[src/rtl/sysid_ctrl_pkg.sv]
// Shared definitions for the sysid verification controller: FSM state
// encoding, slave word addresses and the data width of the sysid slave.
package sysid_ctrl_pkg;

    localparam int DATA_W = 32;

    // Word addresses of the sysid slave registers
    localparam logic ADDR_ID = 1'b0;
    localparam logic ADDR_TS = 1'b1;

    // Controller states, encoded explicitly so the values stay fixed
    typedef enum logic [2:0] {
        IDLE   = 3'd0,
        RD_ID  = 3'd1,
        RD_TS  = 3'd2,
        CHECK  = 3'd3,
        FINISH = 3'd4
    } state_t;

endpackage

[src/rtl/sysid_stall_timer.sv]
// Stall counter for one Avalon read attempt. Counts cycles while enabled,
// clears on request, and flags the cycle in which the LIMIT-th stalled
// cycle occurs; the counter rewinds to zero by itself after that cycle.
module sysid_stall_timer #(
    parameter int LIMIT = 16
) (
    input  logic clock,
    input  logic reset_n,
    input  logic clear,
    input  logic enable,
    output logic expired
);

    localparam int CW = $clog2(LIMIT + 1);

    logic [CW-1:0] count;

    // Terminal flag: this enabled cycle is the LIMIT-th consecutive one
    assign expired = enable && (count == CW'(LIMIT - 1));

    // Stall count: cleared between attempts and after expiry
    always_ff @(posedge clock or negedge reset_n) begin
        if (!reset_n) begin
            count <= '0;
        end else if (clear || expired) begin
            count <= '0;
        end else if (enable) begin
            count <= count + 1'b1;
        end
    end

endmodule

[src/rtl/sysid_verify_ctrl.sv]
// Reads the system ID and timestamp from an Avalon-MM sysid slave, compares
// them against the expected values and reports pass / timeout. Each read is
// guarded by a stall timer; a timed-out read drops avm_read for one cycle
// and restarts the sequence from the ID read, up to MAX_RETRIES times.
module sysid_verify_ctrl
    import sysid_ctrl_pkg::*;
#(
    parameter logic [31:0] EXPECTED_ID    = 32'h0000_0000,
    parameter logic [31:0] EXPECTED_TS    = 32'h56B6_4560,
    parameter int          TIMEOUT_CYCLES = 16,
    parameter int          MAX_RETRIES    = 2
) (
    input  logic              clock,
    input  logic              reset_n,
    input  logic              start,
    output logic              avm_address,
    output logic              avm_read,
    input  logic              avm_waitrequest,
    input  logic [DATA_W-1:0] avm_readdata,
    output logic              busy,
    output logic              done,
    output logic              pass,
    output logic              timeout_err,
    output logic [DATA_W-1:0] id_value,
    output logic [DATA_W-1:0] ts_value
);

    localparam int RW = $clog2(MAX_RETRIES + 2);

    state_t        state;
    logic          rd_gap;     // one idle cycle between a timeout and the retry
    logic [RW-1:0] retry_cnt;
    logic          reading;
    logic          accept;
    logic          stall;
    logic          timeout;

    assign reading = ((state == RD_ID) || (state == RD_TS)) && !rd_gap;
    assign accept  = reading && !avm_waitrequest;
    assign stall   = reading && avm_waitrequest;

    // Outputs decode straight from state so reset clears them immediately
    assign avm_read    = reading;
    assign avm_address = (state == RD_TS) ? ADDR_TS : ADDR_ID;
    assign busy        = (state != IDLE);
    assign done        = (state == FINISH);

    // Any non-stalled cycle (accept, gap, other state) restarts the count
    sysid_stall_timer #(
        .LIMIT (TIMEOUT_CYCLES)
    ) u_stall_timer (
        .clock   (clock),
        .reset_n (reset_n),
        .clear   (!stall),
        .enable  (stall),
        .expired (timeout)
    );

    // Sequencer: state, retry bookkeeping and the held result flags
    always_ff @(posedge clock or negedge reset_n) begin
        if (!reset_n) begin
            state       <= IDLE;
            rd_gap      <= 1'b0;
            retry_cnt   <= '0;
            pass        <= 1'b0;
            timeout_err <= 1'b0;
        end else begin
            case (state)
                IDLE: begin
                    if (start) begin
                        state       <= RD_ID;
                        rd_gap      <= 1'b0;
                        retry_cnt   <= '0;
                        pass        <= 1'b0;
                        timeout_err <= 1'b0;
                    end
                end
                RD_ID, RD_TS: begin
                    if (rd_gap) begin
                        rd_gap <= 1'b0;
                    end else if (accept) begin
                        state <= (state == RD_ID) ? RD_TS : CHECK;
                    end else if (timeout) begin
                        if (retry_cnt == RW'(MAX_RETRIES)) begin
                            state       <= FINISH;
                            timeout_err <= 1'b1;
                            pass        <= 1'b0;
                        end else begin
                            state     <= RD_ID;
                            rd_gap    <= 1'b1;
                            retry_cnt <= retry_cnt + 1'b1;
                        end
                    end
                end
                CHECK: begin
                    pass  <= (id_value == EXPECTED_ID) && (ts_value == EXPECTED_TS);
                    state <= FINISH;
                end
                FINISH: begin
                    state <= IDLE;
                end
                default: begin
                    state <= IDLE;
                end
            endcase
        end
    end

    // Capture read data on the accepting cycle of each read
    always_ff @(posedge clock or negedge reset_n) begin
        if (!reset_n) begin
            id_value <= '0;
            ts_value <= '0;
        end else if (accept) begin
            if (state == RD_ID) begin
                id_value <= avm_readdata;
            end else begin
                ts_value <= avm_readdata;
            end
        end
    end

endmodule
[config.mk]
export PLATFORM = sky130hd
export DESIGN_NAME = sysid_verify_ctrl
export DESIGN_NICKNAME = d
export VERILOG_FILES = /design/src/rtl/sysid_ctrl_pkg.sv /design/src/rtl/sysid_stall_timer.sv /design/src/rtl/sysid_verify_ctrl.sv
export SDC_FILE = /design/constraint.sdc
export NUM_CORES = 1
export LEC_CHECK = 0
export BUFFER_PORTS_ARGS = -buffer_cell sky130_fd_sc_hd__buf_2
export CAP_MARGIN = 20
export CORE_MARGIN = 2
export CORE_UTILIZATION = 55
export CTS_CLUSTER_DIAMETER = 200
export CTS_CLUSTER_SIZE = 40
export DETAILED_ROUTE_END_ITERATION = 8
export PLACE_DENSITY_LB_ADDON = 0.1
export SYNTH_ARGS = -nofsm -noshare
export SYNTH_HDL_FRONTEND = slang
export SYNTH_HIERARCHICAL = 1
export SYNTH_SLANG_ARGS = --single-unit
export TNS_END_PERCENT = 100
[constraint.sdc]
create_clock -name clock -period 5.7 [get_ports clock]
set_clock_uncertainty 0.05 [all_clocks]
set_input_delay 0.57 -clock clock [delete_from_list [all_inputs] [get_ports clock]]
set_output_delay 0.57 -clock clock [all_outputs]
set_load 0.01 [all_outputs]
==> results of run 1 <==
-- per-stage QoR --
| stage | std cells | area [sq um] | hold slack [ns] | setup slack (ns) | total power [W] |
|---|---|---|---|---|---|
| floorplan | 246 | 3466 | 0.2244 | 3.612 | 0.001655 |
| global placement | 416 | 3984 | 0.4391 | 3.362 | 0.001986 |
| detailed placement | 416 | 3984 | 0.4523 | 3.354 | 0.002017 |
| CTS | 432 | 4208 | 0.3503 | 3.335 | 0.002478 |
| global route | 432 | 4208 | 0.3997 | 3.160 | 0.002609 |
| finish | 432 | 4208 | 0.3061 | 3.318 | 0.002459 |
-- power groups by stage --
stage	Sequential, W	Combinational (W)	Clock [W]
6_report	0.00101	0.000987	0.000459
2_1_floorplan	0.00107	0.000583	0
5_1_grt	0.00105	0.00106	0.000495
4_1_cts	0.00101	0.000999	0.000466
3_3_place_gp	0.00101	0.000977	0
3_5_place_dp	0.00102	0.000998	0
-- cells by family after synthesis --
logic type      count (synthesis)  synth area share [%]
xor+xnor                        1                0.2528
flops                          77                 55.60
simple gates                   63                 11.37
fa+ha+maj                       3                 1.083
mux                            66                 24.62
buf+inv                        17                 4.007
compound gates                 19                 3.069
-- routing by layer --
layer	part of all wire (%)	up-vias
li1	-	1108
met1	44	1184
met2	49	74
met3	6.1	9
met4	1.0	0
met5	0	-
-- critical path: stages (launching register included) --
cell and delay, ns:
dfrtp_1 0.48, nand2b_1 0.24, nor2_1 0.20, nand3_2 0.70, mux2_1 0.60
-- how the worst max path moves through the flow --
stage,from,end,slack [ns],depth (start not counted)
2_1_floorplan,avm_waitrequest,retry_cnt[1],3.61,8
3_5_place_dp,state[0],ts_value[21],3.35,4
4_1_cts,state[0],ts_value[21],3.33,4
3_3_place_gp,avm_waitrequest,retry_cnt[1],3.36,9
6_report,state[0],ts_value[21],3.32,4
5_1_grt,state[0],ts_value[21],3.16,4
-- cells in the final DEF, fill, tap and decap left out, drive strengths merged --
| cell | instances |
|---|---|
| buf | 106 |
| dfrtp | 77 |
| mux2 | 64 |
| nor2 | 13 |
| nor4 | 10 |
| a21oi | 10 |
| clkbuf | 10 |
| inv | 6 |
| nor4bb | 6 |
| nand4 | 6 |
| o21ai | 5 |
| nand2b | 4 |
| nand2 | 4 |
| nor3b | 3 |
| ha | 3 |
| clkinv | 3 |
| nor3 | 2 |
| nor2b | 2 |
| mux2i | 2 |
| and4b | 2 |
| bufinv | 2 |
| nand3b | 2 |
| nand3 | 2 |
| or3b | 2 |
| or4 | 2 |
| or3 | 1 |
| xnor2 | 1 |
| o21bai | 1 |
| o32a | 1 |
| o22ai | 1 |
| o31ai | 1 |
| clkinvlp | 1 |
| and3 | 1 |
| and2 | 1 |
-- state kept, by name (all words and copies together), names as in the netlist --
signal / cells
id_value: 32
state: 3
pass: 1
u_stall_timer/count: 5
ts_value: 32
retry_cnt: 2
timeout_err: 1
rd_gap: 1
-- layout make-up --
cell class | instances | area [sq um] | area share (%)
clock buffer | 10 | 137.6 | 3.271
timing repair buffer | 106 | 535.5 | 12.73
inverter | 6 | 22.52 | 0.5352
sequential | 77 | 1927 | 45.79
clock inverter | 6 | 86.33 | 2.052
tap | 75 | 93.84 | 2.230
multi-input combinational | 152 | 1405 | 33.39
==> flow_summary.json, run 1 <==
{
  "ys_seq_area_share_pct": 55.60,
  "crit-reg2reg-launch": "state[0]",
  "synth.distinct_cells": 38,
  "final_hold_viol_count": 0,
  "ys_top_cells_by_area": "dfrtp_1, mux2_4, mux2_2, nor4_1, buf_12",
  "fp.dieH_microns": 83.38,
  "crit_required_ns": 5.87,
  "met1_usage_pct": 29.32,
  "p_int_w": 0.001601,
  "grt_max_degree": 78,
  "synth_edf_count": 0,
  "route.detailed.drc": 0,
  "p_sw_share_pct": 34.89,
  "cts.sinks": 77,
  "rows": 28,
  "fmax_mhz": 419.8,
  "dieArea_sq_mm": 0.006952,
  "max_slew_margin_pct": 36.35,
  "first_global_vias": 2441,
  "synth_warnings": 6,
  "cts_buffer_depth": 2,
  "outcome": "finished, final reports clean",
  "syn-cell-area_sq_mm": 0.003466,
  "grt_antenna_before_repair": 0,
  "finalSetupTns_ns": 0,
  "p_clk_share_pct": 18.7,
  "start_util_pct": 57.85,
  "ir_drop_v": 0.0003182,
  "dp_hpwl_microns": 5192,
  "fillers": 453,
  "netlist_top_cells_count": "dfrtp_1, mux2_2, mux2_4",
  "final_util_pct": 70.24,
  "routedWlPerCell_microns": 17.09,
  "yosysTopAreaCell": "dfrtp_1",
  "r2r_cells": 4,
  "h-tree-depth": 3,
  "synth.avg_cell_area_sq_um": 14.09,
  "combPwrFrac_pct": 40.1,
  "crit_fanout": 32,
  "r2r_setup_slack_ns": 3.32,
  "synth_most_common_cell": "dfrtp_1",
  "p_switching_w": 0.0008580,
  "cts_tree": "done",
  "worst_pin_slew_ns": 0.9548,
  "critPathCaptureType": "flop",
  "syn_inst": 246,
  "leakagePower_nw": 2.100,
  "grt_pass1_wl_microns": 12340,
  "layout.nets": 391,
  "drt_iter0_markers": 107,
  "finalSetupViolCount": 0,
  "track_usage_pct": 22.50,
  "rsz0062_at_grt": "no",
  "async_flop_share_pct": 100.0,
  "drv_slew": 0,
  "gp_congestion": 0.8023,
  "gr-usage-met3_pct": 7.058,
  "viasPerCell": 5.498,
  "cts.clk_slew.worst_paths_ns": 0.08,
  "vias": 2375,
  "routed_wl_microns": 7381,
  "ys.flop_type": "dfrtp_1",
  "ys_ff_latch": 77,
  "clk-insertion-delay-late_ns": 0.34,
  "p_per_area_mw_per_mm2": 584.4,
  "top_usage_layer": "met2",
  "period_needed_ns": 2.382,
  "cts_buffers": 9,
  "sequentialPowerShare_pct": 41.2,
  "fin_crit_sh_pct": 41.79,
  "dr.pass1.iters": 4,
  "area_growth_pct": 21.41,
  "post_cts_buffers": 0,
  "use_met2_pct": 36.51,
  "synth_nets": 285,
  "ios": 106,
  "cts_hold_buf": 0,
  "crit_path_start_kind": "flop",
  "drive_gt1_share_pct": 52.66,
  "ant_nets": 0,
  "worstPathArrival_ns": 2.55,
  "root_buffer": "clkbuf_8",
  "core_sq_mm": 0.005991,
  "grt_remaining_overflow": 0,
  "num_antenna_cells": 0,
  "ctsResizeCount": 0,
  "rr_endpoint": "ts_value[21]",
  "portBuffers": 105,
  "die_x_microns": 83.38,
  "max_cap_viol_count": 0,
  "synth_top_area_share_pct": 55.60,
  "min_path_type": "primary input to async pin",
  "worst-setup-path-type": "flop to flop"
}
No activity file was read; power rests on OpenSTA's default activity.
==> run 2: changes to the inputs <==
--- a/config.mk
+++ b/config.mk
@@ -5,10 +5,11 @@
 export SDC_FILE = /design/constraint.sdc
 export NUM_CORES = 1
 export LEC_CHECK = 0
+export ABC_AREA = 1
 export BUFFER_PORTS_ARGS = -buffer_cell sky130_fd_sc_hd__buf_2
 export CAP_MARGIN = 20
 export CORE_MARGIN = 2
-export CORE_UTILIZATION = 55
+export CORE_UTILIZATION = 51
 export CTS_CLUSTER_DIAMETER = 200
 export CTS_CLUSTER_SIZE = 40
 export DETAILED_ROUTE_END_ITERATION = 8
==> constraint.sdc (replaced) <==
create_clock -name clock -period 2.4 [get_ports clock]
set_clock_uncertainty 0.05 [all_clocks]
set_input_delay 0.24 -clock clock [delete_from_list [all_inputs] [get_ports clock]]
set_output_delay 0.24 -clock clock [all_outputs]
set_load 0.01 [all_outputs]
==> run 2 against run 1 <==
Compared with the run above:
- final cell count increased by 41%
- critical endpoint is now state[1]
- flip-flop and latch count stayed put
- highest routed layer unchanged
- die area increased by 8.8%
- combinational power up 140%
- final area increased by 3.2%
- power grew 130%
- via count rose by 25%
- register-to-register slack lost 3.0 ns
- first-iteration DRC count increased by 56%
- critical path depth increased by 12
- sequential share of layout area fell by 1.3 points
- setup slack got worse by 3.0 ns
==> flow_summary.json, run 2 <==
{
  "finalSetupTns_ns": 0,
  "gp_congestion": 0.8952,
  "reg.largest.list": "id_value: 32 flops, ts_value: 32 flops, u_stall_timer/count: 5 flops",
  "muxShareOfSynthArea_pct": 0,
  "routedWlPerCell_microns": 12.79,
  "finalSetupViolCount": 0,
  "grt_antenna_before_repair": 0,
  "synth_top_family_by_area": "simple AND/OR/NAND/NOR gates",
  "area_growth_pct": 23.58,
  "worstPathArrival_ns": 2.23,
  "crit_required_ns": 2.59,
  "final_hold_viol_count": 0,
  "r2r_setup_slack_ns": 0.35,
  "grt_max_degree": 53,
  "synth_nets": 455,
  "cts_buffers": 9,
  "synth.distinct_cells": 26,
  "synth-simple-area-share_pct": 21.59,
  "final_cell_mix": "buf_2, nand2_1, dfrtp_1",
  "ios": 106,
  "clk-insertion-delay-late_ns": 0.35,
  "synth_warnings": 6,
  "cts.clk_slew.worst_paths_ns": 0.09,
  "whs_ns": 0.05335,
  "crit_path_start_kind": "flop",
  "synth_top_area_share_pct": 54.86,
  "critPathCaptureType": "flop",
  "r2r_cells": 16,
  "ys_top_cells_by_area": "dfrtp_1, nand2_1, inv_1, o21ai_0, nor2_1",
  "portBuffers": 105,
  "fp.dieH_microns": 86.99,
  "max_slew_margin_pct": 65.99,
  "route.detailed.drc": 0,
  "synthAdderAreaFrac_pct": 1.069,
  "fmax_mhz": 487.9,
  "cts_tree": "done",
  "netlist_top_cells_count": "nand2_1, dfrtp_1, inv_1",
  "cts_buffer_depth": 2,
  "worst_pin_slew_ns": 0.5101,
  "fin_cells": 610,
  "grt_pass1_wl_microns": 12570,
  "rows": 30,
  "routed_wl_microns": 7802,
  "final_util_pct": 64.60,
  "syn_inst": 416,
  "fin_crit_sh_pct": 85.41,
  "yosysTopAreaCell": "dfrtp_1",
  "leakagePower_nw": 2.357,
  "root_buffer": "clkbuf_8",
  "dp_slack_ns": 0.2159,
  "dp_hpwl_microns": 5785,
  "drt_iter0_markers": 167,
  "ys_ff_latch": 77,
  "num_antenna_cells": 0,
  "synth.avg_cell_area_sq_um": 8.443,
  "first_global_vias": 2708,
  "placed_cells": 591,
  "dr.pass1.iters": 4,
  "ys_seq_area_share_pct": 54.86,
  "layout_setup_ws_ns": 0.3503,
  "yosys.area_share.xor_xnor_pct": 0.2494,
  "synth_compound_area_share_pct": 11.36,
  "whs_path_depth": 3,
  "drive_gt1_share_pct": 26.04,
  "synth_edf_count": 0,
  "synth_most_common_cell": "nand2_1",
  "start_util_pct": 52.27,
  "grt_remaining_overflow": 0,
  "period_needed_ns": 2.050,
  "cts.sinks": 77,
  "p_per_area_mw_per_mm2": 1308,
  "die_x_microns": 86.99,
  "worst-setup-path-type": "flop to flop",
  "h-tree-depth": 3,
  "async_flop_share_pct": 100.0,
  "rsz0062_at_grt": "no",
  "drv_slew": 0,
  "max_cap_viol_count": 0,
  "ys.flop_type": "dfrtp_1",
  "core_sq_mm": 0.006719,
  "min_path_type": "primary input to flop",
  "ant_nets": 0,
  "layout.nets": 564,
  "layout_commonest_cell": "buf_2",
  "syn-cell-area_sq_mm": 0.003512,
  "vias": 2968,
  "viasPerCell": 4.866,
  "dieArea_sq_mm": 0.007566,
  "ir_drop_v": 0.0006195,
  "outcome": "finished, final reports clean",
  "track_usage_pct": 21.30,
  "crit_fanout": 9
}
## run 2: cell types whose count changed after synthesis, sizes merged, moves of 17 or more
cell and delta:
mux2 -64, nand2 +96, o21ai +45, nor2 +30, inv +67, nand3 +17
## run 2: report_power, final
part	switching [W]	total, W	internal [W]
sequential	0.000390	0.00225	0.00186
combinational	0.00143	0.00237	0.000939
clock	0.000483	0.00106	0.000580
## run 2: final cells by class
type	count	area, sq um
Sequential cell	77	1929
Inverter	73	274.0
Tap cell	80	100.1
Clock buffer	9	123.9
Fill cell	591	2379
Timing Repair Buffer	112	608.1
Multi-Input combinational cell	252	1215
Clock inverter	7	90.09
## run 2: logic make-up after synthesis
group,Yosys count
AO/OA/AOI/OAI,74
XOR/XNOR,1
adder cells (fa/ha/maj),3
flip-flops,77
AND/OR/NAND/NOR,174
buffers and inverters,87
## run 2: final timing paths
check,start,end
setup / recovery,state[0],state[1]
hold / removal,avm_readdata[22],id_value[22]
setup reg to reg,state[0],state[1]
hold reg to reg,retry_cnt[1],retry_cnt[1]
max in group asynchronous,reset_n,state[1]
min in group asynchronous,reset_n,id_value[12]
## run 2: timing repair
item	4_1_cts	5_1_grt
setup endpoints to repair	0	7
buffers inserted	0	2
hold buffers	1	0
hold endpoints to repair	38	0
gates resized for setup	0	6
## run 2: critical path: stages, from the launching register on
cell	delay (ns)
dfrtp_2	0.47
nor2_1	0.13
nand2_2	0.11
nand2_8	0.11
inv_1	0.07
nor2_1	0.11
nand2_1	0.11
inv_2	0.12
nand2_1	0.09
inv_1	0.07
inv_1	0.04
nand2_1	0.12
inv_1	0.06
nand2_1	0.06
nand2_1	0.10
nand2_1	0.07
nand2_1	0.05
## run 2: stage by stage
step	total power (W)	instance area (sq um)
2_1_floorplan	0.003716	3512
3_3_place_gp	0.004516	4088
3_5_place_dp	0.004589	4088
4_1_cts	0.005665	4312
5_1_grt	0.006126	4340
6_report	0.005679	4340
## run 2: layer usage
metal / GRT usage, % / share of wire [%] / vias up
li1: - / - / 1513
met4: 8.097 / 0.72 / 0
met1: 28.75 / 46 / 1361
met5: 0 / 0 / -
met2: 34.28 / 47 / 87
met3: 3.886 / 5.7 / 7
